`config.mk`:
```
export PLATFORM = sky130hd
export DESIGN_NAME = logic_pipe_unit
export DESIGN_NICKNAME = d
export VERILOG_FILES = /design/src/rtl/logic_pipe_unit.sv
export SDC_FILE = /design/constraint.sdc
export NUM_CORES = 1
export LEC_CHECK = 0
export CELL_PAD_IN_SITES_DETAIL_PLACEMENT = 1
export CELL_PAD_IN_SITES_GLOBAL_PLACEMENT = 2
export CORE_MARGIN = 5
export CORE_UTILIZATION = 33
export DETAILED_ROUTE_END_ITERATION = 7
export PLACE_DENSITY = 0.86
export REMOVE_ABC_BUFFERS = 1
export SLEW_MARGIN = 20
export SYNTH_ARGS = -nofsm -noshare
export SYNTH_HDL_FRONTEND = slang
export SYNTH_SLANG_ARGS = --single-unit
```
`constraint.sdc`:
```
create_clock -name clkIn -period 3.45 [get_ports clkIn]
set_clock_uncertainty 0.1 [all_clocks]
set_input_delay 0.69 -clock clkIn [delete_from_list [all_inputs] [get_ports clkIn]]
set_output_delay 0.69 -clock clkIn [all_outputs]
set_load 0.01 [all_outputs]
```
`src/rtl/logic_pipe_unit.sv`:
```
// Registered N-operand bitwise fold (AND/OR/XOR, inversions, PASS) with valid/ready and multi-beat accumulation.
// Optional beat counter output enabled by LOGIC_PIPE_BEATCNT_EN.
module logic_pipe_unit #(
  parameter int WIDTH  = 8,
  parameter int NUM_IN = 2
) (
  input  logic                    clkIn,
  input  logic                    rstIn,
  input  logic                    validIn,
  output logic                    readyOut,
  input  logic [NUM_IN*WIDTH-1:0] aIn,
  input  logic [2:0]              opIn,
  input  logic                    accIn,
  input  logic                    lastIn,
  output logic                    validOut,
  input  logic                    readyIn,
  output logic [WIDTH-1:0]        yOut
`ifdef LOGIC_PIPE_BEATCNT_EN
  ,
  output logic [7:0]              beatsOut
`endif
);

  typedef enum logic {IDLE = 1'b0, ACC = 1'b1} state_t;

  state_t           state_q, state_d;
  logic [WIDTH-1:0] acc_q, acc_d;
  logic [2:0]       op_q, op_d;
  logic             acc_flag_q, acc_flag_d;
  logic             valid_q, valid_d;
  logic [WIDTH-1:0] y_q, y_d;

  logic             in_acc, accept, done;
  logic [2:0]       op_eff;
  logic [WIDTH-1:0] beat_r, merged;

  // Fold one beat's operands with the base op of the code; inversion is deferred to the output.
  function automatic logic [WIDTH-1:0] base_fold(input logic [2:0] op,
                                                 input logic [NUM_IN*WIDTH-1:0] a);
    logic [WIDTH-1:0] r;
    r = a[WIDTH-1:0];
    case (op)
      3'd0, 3'd3: for (int k = 1; k < NUM_IN; k++) r = r & a[k*WIDTH +: WIDTH];
      3'd1, 3'd4: for (int k = 1; k < NUM_IN; k++) r = r | a[k*WIDTH +: WIDTH];
      3'd2, 3'd5: for (int k = 1; k < NUM_IN; k++) r = r ^ a[k*WIDTH +: WIDTH];
      3'd6:       r = a[WIDTH-1:0];
      default:    r = '0;
    endcase
    return r;
  endfunction

  function automatic logic [WIDTH-1:0] combine(input logic [2:0] op,
                                               input logic [WIDTH-1:0] acc,
                                               input logic [WIDTH-1:0] r);
    logic [WIDTH-1:0] m;
    case (op)
      3'd0, 3'd3: m = acc & r;
      3'd1, 3'd4: m = acc | r;
      3'd2, 3'd5: m = acc ^ r;
      3'd6:       m = r;
      default:    m = '0;
    endcase
    return m;
  endfunction

  function automatic logic [WIDTH-1:0] fin_op(input logic [2:0] op,
                                              input logic [WIDTH-1:0] x);
    logic [WIDTH-1:0] f;
    case (op)
      3'd3, 3'd4, 3'd5: f = ~x;
      3'd7:             f = '0;
      default:          f = x;
    endcase
    return f;
  endfunction

  assign readyOut = !valid_q || readyIn;
  assign accept   = validIn && readyOut;
  assign in_acc   = (state_q == ACC) && acc_flag_q;
  // Op and accumulate mode belong to the first beat of a packet.
  assign op_eff   = in_acc ? op_q : opIn;
  assign beat_r   = base_fold(op_eff, aIn);
  assign merged   = in_acc ? combine(op_q, acc_q, beat_r) : beat_r;
  assign done     = accept && (in_acc ? lastIn : (!accIn || lastIn));

`ifdef LOGIC_PIPE_BEATCNT_EN
  logic [7:0] cnt_q, cnt_d;
  logic [7:0] beats_q, beats_d;
  logic [7:0] cnt_inc;

  assign cnt_inc = (cnt_q == 8'hFF) ? 8'hFF : cnt_q + 8'd1;
`endif

  always_comb begin
    state_d    = state_q;
    acc_d      = acc_q;
    op_d       = op_q;
    acc_flag_d = acc_flag_q;
    valid_d    = valid_q;
    y_d        = y_q;
`ifdef LOGIC_PIPE_BEATCNT_EN
    cnt_d      = cnt_q;
    beats_d    = beats_q;
`endif
    if (valid_q && readyIn) valid_d = 1'b0;
    if (accept) begin
      if (done) begin
        valid_d    = 1'b1;
        y_d        = fin_op(op_eff, merged);
        state_d    = IDLE;
        acc_flag_d = 1'b0;
`ifdef LOGIC_PIPE_BEATCNT_EN
        beats_d    = in_acc ? cnt_inc : 8'd1;
`endif
      end else begin
        acc_d   = merged;
        state_d = ACC;
        if (!in_acc) begin
          op_d       = opIn;
          acc_flag_d = 1'b1;
        end
`ifdef LOGIC_PIPE_BEATCNT_EN
        cnt_d = in_acc ? cnt_inc : 8'd1;
`endif
      end
    end
  end

  always_ff @(posedge clkIn) begin
    if (rstIn) begin
      state_q    <= IDLE;
      acc_q      <= '0;
      op_q       <= '0;
      acc_flag_q <= 1'b0;
      valid_q    <= 1'b0;
      y_q        <= '0;
`ifdef LOGIC_PIPE_BEATCNT_EN
      cnt_q      <= '0;
      beats_q    <= '0;
`endif
    end else begin
      state_q    <= state_d;
      acc_q      <= acc_d;
      op_q       <= op_d;
      acc_flag_q <= acc_flag_d;
      valid_q    <= valid_d;
      y_q        <= y_d;
`ifdef LOGIC_PIPE_BEATCNT_EN
      cnt_q      <= cnt_d;
      beats_q    <= beats_d;
`endif
    end
  end

  assign validOut = valid_q;
  assign yOut     = y_q;
`ifdef LOGIC_PIPE_BEATCNT_EN
  assign beatsOut = beats_q;
`endif

endmodule
```
==> impl_metrics.csv, run 1 <==
group,metric,value,unit
logic_synthesis,synthFlopType,"dfxtp_1",
setup_path,crit_path_start,"aIn[6]",
logic_synthesis,yosysSeqAreaShare,16.2,%
floorplanning,die_y,101,µm
final_layout,area_growth,35.7,%
final_layout,drive_above_1_share,28.7,%
sta,slew_headroom,56.9,%
logic_synthesis,synth_area_leaders,"dfxtp_1, ha_1, mux2i_1",
final_layout,fillers,974,
logic_synthesis,synth_top_cells_by_count,"nand2_1, ha_1, inv_1",
floorplanning,pin_count,35,
route,drt_iter0_markers,84,
global_route,grt_pass1_wl,14300,µm
sta,worst_slack,104,ps
setup_path,ff2ff_setup_slack,190,ps
sta,worst_pin_slew,644,ps
setup_path,worstSetupEndpoint,"yOut[6]",
logic_synthesis,netlist_instances,345,
floorplanning,initial_core_util,33.4,%
global_route,grt_antenna_before_repair,0,
clock_tree,cts_sinks,22,
clock_tree,cts_htree_levels,1,
route,wl_per_cell,18.1,µm
sta,fmaxAchievable,299,MHz
sta,hold_viol_final,0,
power,netSwitchingPower,0.000379,W
run_status,status,"finished clean",
clock_tree,cts_tree,"built",
route,drc,0,
route,ant_nets,0,
setup_path,cp-end-kind,"flip-flop",
flow_run,max_cap_viol_count,0,
power,power.density,284,nW/µm²
clock_tree,cts_root_buf,"clkbuf_8",
floorplanning,die-area,10100,µm²
final_layout,nNetsFinal,469,
clock_tree,cts_buffers,3,
sta,setup_viol,0,
route,avgViaCountPerCell,5.37,
setup_path,start_kind,"input port",
route,vias,2770,
global_route,grt_pass1_vias,2896,
floorplanning,num_rows,33,
floorplanning,core_area,8130,µm²
final_layout,ff_latch_area,440,µm²
global_route,top_usage_layer,"met2",
clock_tree,clk_pin_slew,100,ps
setup_path,reg2reg_depth,12,
clock_tree,worstSkewPairLatency,280,ps
global_route,use_met3,2.56,%
logic_synthesis,synth_area_per_cell,7.88,µm²
logic_synthesis,ys_seq_elements,22,
logic_synthesis,post_synth_num_cell_types,57,
logic_synthesis,synth-async-reset-ratio,0,%
route,routed_wl,9320,µm
logic_synthesis,synth-edff-count,0,
logic_synthesis,yosys.area.top_type,"dfxtp_1",
final_layout,multi_input_area,2170,µm²
sta,whs,341,ps
logic_synthesis,synthMostInstantiatedCell,"nand2_1",
min_path,holdCritPathClass,"reg -> reg",
setup_path,required,3580,ps
logic_synthesis,synth_top_area_share,16.2,%
power,irDropWorstVdd,188,µV
global_route,grt.total_usage,17.6,%
placed_design,place_congestion,0.826,
placed_design,placedInstanceArea,3380,µm²
clock_tree,clockBufferDepth,2,
global_route,use_met2,32.6,%
placed_design,post-dp-hpwl,6790,µm
placed_design,portBuffers,34,
setup_path,arrival,3480,ps
logic_synthesis,ys.warnings.count,0,
placed_design,pre_cts_ws,-570,ps
global_route,grt_use_met1,21.2,%
sta,min_period,3350,ps
global_route,overflow,0,
setup_path,rr_startpoint,"op_q[1]",
placed_design,dp.cells,505,
power,clkPwrFrac,24.7,%
logic_synthesis,synthesis.area,2720,µm²
power,p_leak,1.63,nW
floorplanning,die_w,101,µm
final_layout,final_cells,516,
power,power_frac_seq,28.5,%
power,p_int,0.000669,W
power,combPwrFrac,46.7,%
sta,fin_crit_sh,97.0,%
power,p_sw_share,36.2,%
route,dr.pass1.iters,4,
setup_path,path_class,"in -> reg",
min_path,min-delay-start,"yOut[3]",
setup_path,r2r_end,"yOut[6]",
final_layout,final_area,3690,µm²
setup_path,path_max_fanout,3,
final_layout,diodes,0,
sta,maxSlewViolCount,0,
global_route,grt_max_degree,26,
-- cell usage in the layout (no fill, tap or decap), drive strengths merged, types with 2 or more instances in the layout --
cell	instances
a211oi	11
a21o	2
a21oi	26
a221oi	6
a22oi	8
a2bb2oi	5
a31oi	3
and2	2
and3	2
buf	51
clkbuf	3
clkdlybuf4s50	31
dfxtp	22
dlymetal6s2s	3
ha	32
inv	34
mux2i	16
nand2	41
nand2b	5
nand3	2
nand3b	2
nor2	23
nor2b	3
nor3	4
nor3b	4
o211a	4
o211ai	9
o21a	5
o21ai	8
o31ai	9
or2	17
or3b	2
xor2	2
-- cell families after synthesis --
group | after synthesis | synth area share [%]
flip-flops | 22 | 16.2
AO/OA/AOI/OAI | 102 | 30.2
multiplexers | 16 | 6.35
XOR/XNOR | 3 | 0.967
AND/OR/NAND/NOR | 112 | 21.5
buffers and inverters | 58 | 10.1
adder cells (fa/ha/maj) | 32 | 14.7
-- state kept, by name, summed over array words and instances (netlist names) --
register    flops
yOut            8
acc_flag_q      1
state_q         1
validOut        1
op_q            3
acc_q           8
-- power groups by stage --
stage / registers (W) / logic [W] / clock network (W)
2_1_floorplan: 0.000309 / 0.000245 / 0
3_3_place_gp: 0.000303 / 0.000427 / 0
3_5_place_dp: 0.000304 / 0.000445 / 0
4_1_cts: 0.000298 / 0.000462 / 0.000262
5_1_grt: 0.000303 / 0.000535 / 0.000271
6_report: 0.000299 / 0.000489 / 0.000259
-- how the worst min path moves through the flow --
stage	end	slack [ps]	cells after the start
floorplan	acc_q[0]	360	2
global placement	yOut[7]	320	2
detailed placement	yOut[3]	330	2
CTS	yOut[3]	340	2
global route	yOut[3]	360	2
finish	yOut[3]	340	2
-- worst max-delay path, cell delays in order --
cell and delay, ps:
clkdlybuf4s50_1 450, inv_1 80, ha_1 180, inv_1 80, a22oi_2 230, a211oi_2 90, a211oi_2 250, ha_1 300
mux2i_1 190, nor2_1 60, o31ai_1 220, o211ai_1 170, or3b_1 400, nand3_1 90
-- stage by stage --
| stage | power (W) | setup TNS [ps] | util [%] |
|---|---|---|---|
| CTS | 0.00102 | -106 | 43.3 |
| floorplan | 0.000554 | 0 | - |
| global route | 0.00111 | -91.5 | 45.3 |
| finish | 0.00105 | 0 | 45.3 |
| detailed placement | 0.000748 | -5550 | 41.5 |
| global placement | 0.000730 | -4150 | 41.5 |
-- layer usage --
| layer | vias to the layer above | wire length (µm) | share of wire, % |
|---|---|---|---|
| met2 | 35 | 4880 | 52 |
| met3 | 14 | 206 | 2.2 |
| met5 | - | 0 | 0 |
| met4 | 0 | 167 | 1.8 |
| li1 | 1343 | - | - |
| met1 | 1378 | 4070 | 44 |
-- what timing repair did --
| action | 4_1_cts | 5_1_grt |
|---|---|---|
| pin swaps | 6 | 13 |
| setup buffers | 1 | 6 |
| hold endpoints to repair | 0 | 0 |
| gates cloned | 0 | 0 |
| hold buffers | 0 | 0 |
| gates resized for setup | 13 | 22 |
| endpoints found under the setup margin | 13 | 16 |
-- cell type report --
class / count / area share [%]
Sequential cell: 22 / 11.9
Tap cell: 105 / 3.56
Multi-Input combinational cell: 265 / 58.8
Clock buffer: 3 / 1.12
Inverter: 35 / 3.66
Clock inverter: 1 / 0.814
Timing Repair Buffer: 85 / 20.1
(Power assumes the default switching activity.)
==> run 2, diff against run 1 <==
- clock period: 3.45 -> 3.5 ns (I/O delays scaled with it)
==> impl_metrics.csv, run 2 (same netlist as run 1, synthesis figures left out) <==
group,metric,value,unit
setup_path,cpPeakStageDelay,480,ps
setup_path,path_cells,"clkdlybuf4s50_1 -> inv_1 -> ha_1 -> inv_1 -> a22oi_2 -> a211oi_2 -> a211oi_2 -> ha_1 -> mux2i_1 -> nor2_1 -> o31ai_2 -> o211ai_1 -> or3b_1 -> nand3_1",
final_layout,final_common_cell,"buf_4",
sta,rsz0062_at_grt,"false",
setup_path,path_class,"in -> reg",
clock_tree,worstSkewPairLatency,280,ps
route,ant_nets,0,
sta,worst_pin_slew,848,ps
route,drt_iter0_markers,95,
floorplanning,die_w,101,µm
final_layout,fillers,990,
final_layout,drive_above_1_share,27.5,%
power,irDropWorstVdd,138,µV
clock_tree,cts_buffers,3,
final_layout,ff_latch_area,440,µm²
final_layout,diodes,0,
placed_design,dp.cells,503,
setup_path,crit_path_start,"aIn[6]",
final_layout,final_cells,509,
sta,hold_viol_final,0,
global_route,overflow,0,
route,dr.pass1.iters,4,
flow_run,max_cap_viol_count,0,
final_layout,area_growth,33.2,%
setup_path,crit_family,"compound AO/OA/AOI/OAI gates",
final_layout,multi_input_area,2160,µm²
placed_design,portBuffers,34,
clock_tree,clockBufferDepth,2,
sta,maxSlewViolCount,0,
power,combPwrFrac,46.4,%
setup_path,start_kind,"input port",
power,p_sw_share,35.7,%
setup_path,path_max_fanout,3,
floorplanning,pin_count,35,
global_route,grt_max_degree,22,
sta,fin_crit_sh,94.3,%
sta,tns,0,ps
clock_tree,cts_sinks,22,
global_route,grt_antenna_before_repair,0,
sta,min_period,3300,ps
route,wl_per_cell,17.3,µm
setup_path,worstSetupEndpoint,"yOut[6]",
min_path,holdCritPathClass,"reg -> reg",
setup_path,slowest_stage,"clkdlybuf4s50_1",
placed_design,place_congestion,0.844,
floorplanning,die_y,101,µm
power,power.density,282,nW/µm²
final_layout,final_cell_mix,"buf_4, nand2_1, inv_1, clkdlybuf4s50_1, ha_1",
floorplanning,core_area,8130,µm²
setup_path,arrival,3420,ps
route,avgViaCountPerCell,5.27,
run_status,status,"finished clean",
global_route,grt_pass1_wl,14300,µm
setup_path,reg2reg_depth,12,
placed_design,post-dp-hpwl,6810,µm
power,netSwitchingPower,0.000365,W
floorplanning,die-area,10100,µm²
setup_path,cp.depth,14,
clock_tree,cts_htree_levels,1,
route,routed_wl,8810,µm
floorplanning,initial_core_util,33.4,%
setup_path,cp-end-kind,"flip-flop",
setup_path,ff2ff_setup_slack,300,ps
route,drc,0,
setup_path,required,3620,ps
final_layout,nNetsFinal,462,
setup_path,r2r_end,"yOut[6]",
setup_path,rr_startpoint,"op_q[1]",
sta,setup_viol,0,
global_route,grt_pass1_vias,2854,
clock_tree,cts_root_buf,"clkbuf_8",
clock_tree,cts_tree,"built",
sta,fmaxAchievable,303,MHz
route,vias,2684,
clock_tree,clk_pin_slew,90,ps
power,clkPwrFrac,24.9,%
power,power_frac_seq,28.7,%
sta,slew_headroom,43.3,%
power,p_int,0.000656,W
setup_path,path_buf_inv,3,
power,p_leak,1.60,nW
global_route,grt.total_usage,17.6,%
floorplanning,num_rows,33,
clock_tree,hold_buffers,0,
[run 2: how the worst min path moves through the flow]
stage              from       end  depth (start not counted)
6_report        yOut[3]   yOut[3]                          2
5_1_grt         yOut[5]   yOut[5]                          2
4_1_cts         yOut[3]   yOut[3]                          2
3_5_place_dp    yOut[3]   yOut[3]                          2
3_3_place_gp    yOut[7]   yOut[7]                          2
2_1_floorplan  acc_q[0]  acc_q[0]                          2
[run 2: worst reg2reg max path: stages, from the launching register on]
cell,delay (ps)
dfxtp_1,630
xor2_1,360
mux2i_2,180
a2bb2oi_2,210
nor2_1,80
a211oi_2,210
ha_1,290
mux2i_1,140
nor2_1,60
o31ai_2,240
o211ai_1,170
or3b_1,380
nand3_1,90
[run 2: area by class of cell]
type,instances,area share (%)
clock buffers,3,1.14
multi-input cells,265,59.7
flip-flops and latches,22,12.2
clock inverters,1,0.830
repair buffers,78,18.9
well taps,105,3.63
inverters,35,3.63
[run 2: per-layer routing]
metal / GRT usage, % / part of all wire [%] / vias up
li1: - / - / 1331
met3: 2.42 / 3.2 / 11
met2: 31.8 / 51 / 35
met1: 21.9 / 44 / 1307
met5: 0 / 0 / -
met4: 4.15 / 1.4 / 0
[run 2: power groups by stage]
stage	Combinational (W)	Sequential [W]	Clock, W
CTS	0.000447	0.000293	0.000264
global placement	0.000421	0.000298	0
finish	0.000473	0.000293	0.000254
detailed placement	0.000436	0.000299	0
floorplan	0.000241	0.000304	0
global route	0.000521	0.000297	0.000269
[run 2: repair_timing]
action,in CTS,in global routing
setup endpoints to repair,10,16
endpoints found under the hold margin,0,0
resized for setup,9,21
pin swaps,0,12
buffers inserted,0,2
[run 2: through the flow]
stage | area [µm²] | util (%) | power, W | setup slack, ps | hold WS, ps
2_1_floorplan | 2570 | - | 0.000546 | 103 | 356
3_3_place_gp | 3360 | 41.3 | 0.000718 | -436 | 324
3_5_place_dp | 3360 | 41.3 | 0.000735 | -500 | 334
4_1_cts | 3480 | 42.8 | 0.00100 | -33.4 | 346
5_1_grt | 3620 | 44.5 | 0.00109 | 53.7 | 374
6_report | 3620 | 44.5 | 0.00102 | 198 | 341
==> run 3, diff against run 2 <==
- PLACE_DENSITY: 0.86 -> 0.81
==> impl_metrics.csv, run 3 (same netlist as run 1, synthesis figures left out) <==
group,metric,value,unit
run_status,status,"finished clean",
final_layout,final_util,45.5,%
setup_path,cp-end-kind,"flip-flop",
min_path,min-delay-start,"yOut[1]",
placed_design,post-dp-hpwl,6950,µm
placed_design,pre_cts_ws,-432,ps
sta,slew_headroom,56.7,%
clock_tree,cts_tree,"built",
sta,worst_slack,293,ps
final_layout,drive_above_1_share,28.9,%
min_path,holdCritPathClass,"reg -> reg",
sta,hold_viol_final,0,
route,routed_wl,8990,µm
global_route,grt_pass1_wl,14200,µm
sta,maxSlewViolCount,0,
clock_tree,cts_htree_levels,1,
final_layout,final_area,3700,µm²
power,power_frac_seq,28.3,%
placed_design,portBuffers,34,
floorplanning,initial_core_util,33.4,%
setup_path,slowest_stage,"clkdlybuf4s50_1",
route,ant_nets,0,
clock_tree,worstSkewPairLatency,280,ps
route,avgViaCountPerCell,5.22,
clock_tree,cts_buffers,3,
floorplanning,pin_count,35,
clock_tree,cts_sinks,22,
setup_path,start_kind,"input port",
sta,worst_pin_slew,647,ps
sta,fin_crit_sh,91.6,%
floorplanning,num_rows,33,
setup_path,crit_family,"compound AO/OA/AOI/OAI gates",
global_route,grt_max_degree,18,
route,dr.pass1.iters,4,
global_route,grt.total_usage,17.3,%
floorplanning,die_y,101,µm
clock_tree,clockBufferDepth,2,
global_route,grt_pass1_vias,2859,
power,p_leak,1.63,nW
power,combPwrFrac,46.4,%
floorplanning,die_w,101,µm
setup_path,path_buf_inv,4,
setup_path,rr_startpoint,"state_q",
flow_run,max_cap_viol_count,0,
final_layout,final_common_cell,"buf_4",
clock_tree,cts_root_buf,"clkbuf_8",
clock_tree,clk_pin_slew,100,ps
clock_tree,hold_buffers,0,
power,netSwitchingPower,0.000374,W
power,p_int,0.000658,W
setup_path,arrival,3310,ps
final_layout,diodes,0,
floorplanning,core_area,8130,µm²
sta,min_period,3210,ps
power,clkPwrFrac,25.3,%
final_layout,area_growth,36.1,%
setup_path,ff2ff_setup_slack,340,ps
setup_path,path_class,"in -> reg",
final_layout,multi_input_area,2200,µm²
setup_path,path_cells,"clkdlybuf4s50_1 -> inv_1 -> ha_1 -> buf_4 -> a2bb2oi_2 -> nor2_1 -> a211oi_4 -> ha_1 -> or2_2 -> a21oi_1 -> o31ai_2 -> o211ai_1 -> buf_4 -> nor3_1 -> a211oi_1",
setup_path,crit_path_start,"aIn[6]",
sta,whs,346,ps
route,drc,0,
floorplanning,die-area,10100,µm²
final_layout,ff_latch_area,440,µm²
power,irDropWorstVdd,145,µV
sta,setup_viol,0,
setup_path,path_max_fanout,3,
route,vias,2684,
final_layout,fillers,971,
setup_path,required,3610,ps
placed_design,place_congestion,0.848,
setup_path,cpPeakStageDelay,480,ps
global_route,grt_antenna_before_repair,0,
sta,fmaxAchievable,312,MHz
sta,rsz0062_at_grt,"false",
route,wl_per_cell,17.5,µm
power,power.density,279,nW/µm²
final_layout,nNetsFinal,467,
placed_design,placedInstanceArea,3390,µm²
power,p_sw_share,36.2,%
global_route,overflow,0,
final_layout,final_cell_mix,"buf_4, nand2_1, inv_1, ha_1, clkdlybuf4s50_1",
route,drt_iter0_markers,70,
-- run 3: path summary, 6_finish.rpt --
path	end	cells past startpoint
setup reg to reg	yOut[6]	13
hold reg to reg	yOut[1]	2
setup / recovery	acc_q[6]	15
hold / removal	yOut[1]	2
-- run 3: power groups by stage --
stage / clock [W] / combinational [W] / sequential [W]
floorplan: 0 / 0.000241 / 0.000304
global placement: 0 / 0.000428 / 0.000297
detailed placement: 0 / 0.000438 / 0.000298
CTS: 0.000266 / 0.000451 / 0.000292
global route: 0.000274 / 0.000526 / 0.000296
finish: 0.000261 / 0.000478 / 0.000292
-- run 3: metrics by stage --
| stage | total power, W | instances | setup TNS, ps |
|---|---|---|---|
| 6_report | 0.00103 | 514 | 0 |
| 3_3_place_gp | 0.000724 | 507 | -3080 |
| 5_1_grt | 0.00110 | 514 | 0 |
| 3_5_place_dp | 0.000736 | 507 | -4300 |
| 4_1_cts | 0.00101 | 511 | -0.191 |
| 2_1_floorplan | 0.000546 | 322 | 0 |
-- run 3: per-layer routing --
metal  track usage [%]  part of all wire [%]  vias up
li1                  -                     -     1344
met1              22.0                    45     1288
met2              31.3                    51       40
met3              1.31                   2.1       12
met4              4.66                   2.1        0
met5                 0                     0        -
-- run 3: layout make-up --
cell class	count	share of cell area, %
Tap cell	105	3.55
Clock inverter	1	0.812
Timing Repair Buffer	83	19.6
Inverter	35	3.55
Multi-Input combinational cell	265	59.5
Clock buffer	3	1.12
Sequential cell	22	11.9
-- run 3: what timing repair did --
action / 4_1_cts / 5_1_grt
setup buffers: 0 / 2
gates cloned: 0 / 1
resized for setup: 12 / 28
pin swaps: 1 / 13
endpoints found under the setup margin: 8 / 16
-- run 3: worst reg2reg max path: stages (launching register included) --
cell	delay, ps
dfxtp_1	450
nand2_2	270
buf_4	270
mux2i_4	200
a2bb2oi_2	190
nor2_1	90
a211oi_4	240
ha_1	290
nand2_1	80
a21oi_1	80
o31ai_2	250
o211ai_1	150
or3b_1	370
nand3_1	80
==> RTL edit: new RTL, settings of run 2 <==
Make the reset (`rstIn`) asynchronous in one clocked block.
--- a/src/rtl/logic_pipe_unit.sv
+++ b/src/rtl/logic_pipe_unit.sv
@@ -128,3 +128,3 @@
 
-  always_ff @(posedge clkIn) begin
+  always_ff @(posedge clkIn or posedge rstIn) begin
     if (rstIn) begin
Function: differs if rstIn is asserted again (counterexample within 4 cycles, from zero or initial values and one cycle with rstIn high); with rstIn held inactive, the same outputs for 10 cycles.
==> RTL edit against run 2 <==
  * Sequential cell count did not move
  * Cell area fell by 4.3%
  * Wire length fell by 6.6%
  * Worst setup slack got worse by 0.025 ns
  * Synthesized area fell by 3.6%
  * Sequential share of layout area rose by 3.7 points
  * Final cell count fell by 1.6%
  * Critical path type unchanged
  * Register-to-register slack got worse by 0.07 ns
  * Hold slack improved by 0.10 ns
Power is not compared: it rests on default switching activity, and its combinational part moved more than twofold at a synthesized area within 25%.
==> RTL edit: results (changes against run 2) <==
vias in the first global route=2805 (-1.7%); total track usage=16.7% (-0.93 points); H-Tree Depth=1 (unchanged); Worst Path Max Fanout=3 (unchanged); Yosys warnings=0 (unchanged); Final Worst Setup Slack=0.173 ns (-0.0252 ns); first-pass GRT wire length=13600 um (-5.1%); Synth Flop Type=dfrtp_1; number of fill cells=944 (-4.6%); average wire per standard cell=16.4 um (-5.1%); status=finished, final reports clean; DRT Pass-1 Iters=4 (unchanged); FF-to-FF Start=op_q[0]; IO Port Bufs=34 (unchanged); Nets=458 (-0.87%); met3 wire length=176 um (-37%); normalized max-slew margin=42.2% (-1.2 points); post-synthesis sequential area ratio=21.0% (+4.8 points); latest clock arrival within the worst-skew pair=0.26 ns (-0.02 ns); Iter 0 DRT Violations=124 (+31%); share of layout cells above drive strength 1=20.8% (-6.7 points); met2 WL=3870 um (-14%); Detailed Place HPWL=6500 um (-4.6%); pin count of the biggest net entering global routing=23 (+4.5%); DR vias/cell=5.21 (-1.1%); n_diodes=0 (unchanged); CP Launch Point=aIn[5]; end of the critical path=acc_q[5]; Synth area leaders=dfrtp_1, ha_1, mux2i_1; total CTS buffers=3 (unchanged); reg2reg setup slack=0.23 ns (-0.07 ns); arrival time at the worst endpoint=3.38 ns (-0.04 ns); synth cell count leaders=inv_1, ha_1, nand2_1; FFs w/ async S/R, synth=100% (+100 points); M1 wire length=4090 um (+5.0%); Crit-path slowest cell=clkdlybuf4s50_1; pre-CTS setup slack=-0.615 ns (-0.115 ns); GP Congestion=0.838 (-0.71%); worst-case reg-to-reg path depth=12 (unchanged); Netlist cell types=45 (-21%)
[RTL edit: changes by cell type after synthesis, moves of 8 or more]
cell	delta
nand2_1	-9
mux2_2	+10
o21ai_0	+15
or2_2	-15
dfrtp_1	+22
a21oi_1	-10
o31ai_1	-8
and2b_1	+9
inv_1	+8
dfxtp_1	-22
mux2i_1	+9
[RTL edit: kinds of logic after synthesis]
kind of cell | share of synthesized area [%]
compound gates | 22.0
simple gates | 17.5
fa+ha+maj | 15.3
buf+inv | 9.03
xor+xnor | 1.34
flops | 21.0
mux | 13.9
[RTL edit: worst min path at each step]
stage / from / to / slack [ns] / cells after the start
detailed placement: state_q / state_q / 0.42 / 2
CTS: state_q / state_q / 0.44 / 2
global route: acc_q[0] / acc_q[0] / 0.47 / 1
global placement: state_q / state_q / 0.41 / 2
finish: state_q / state_q / 0.44 / 2
floorplan: acc_q[2] / acc_q[2] / 0.38 / 2
[RTL edit: per-layer routing]
metal | global-route usage [%] | vias to the layer above
met1 | 23.2 | 1276
li1 | - | 1290
met5 | 0 | -
met4 | 3.89 | 0
met2 | 28.3 | 39
met3 | 1.05 | 7
[RTL edit: through the flow]
stage	cell area [um^2]	cells	power (mW)
finish	3460	501	1.54
global route	3460	501	1.67
CTS	3440	500	1.53
detailed placement	3380	497	1.36
global placement	3380	497	1.32
floorplan	2530	310	0.971
[RTL edit: cell type report]
cell class                 instances  share of cell area, %
tap                              102                   3.68
timing repair buffer              86                   20.7
inverter                          40                   4.33
multi-input combinational        248                   54.2
sequential                        22                   15.9
clock buffer                       3                   1.19
[RTL edit: where the power goes]
group | internal (mW) | leakage (nW) | switching, mW
Sequential | 0.335 | 0.275 | 0.0828
Combinational | 0.485 | 1.36 | 0.478
Clock | 0.0769 | 0.0216 | 0.0809
[RTL edit: repair_timing]
item | 4_1_cts | 5_1_grt
buffers inserted | 0 | 1
setup endpoints to repair | 15 | 14
pin swaps | 0 | 1
gates resized for setup | 7 | 11
[RTL edit: tightest hold or removal path, delay by kind of cell, from the launching register on]
family / cells / cell delay (ns)
flip-flops: 1 / 0.39
AND/OR/NAND/NOR: 2 / 0.13
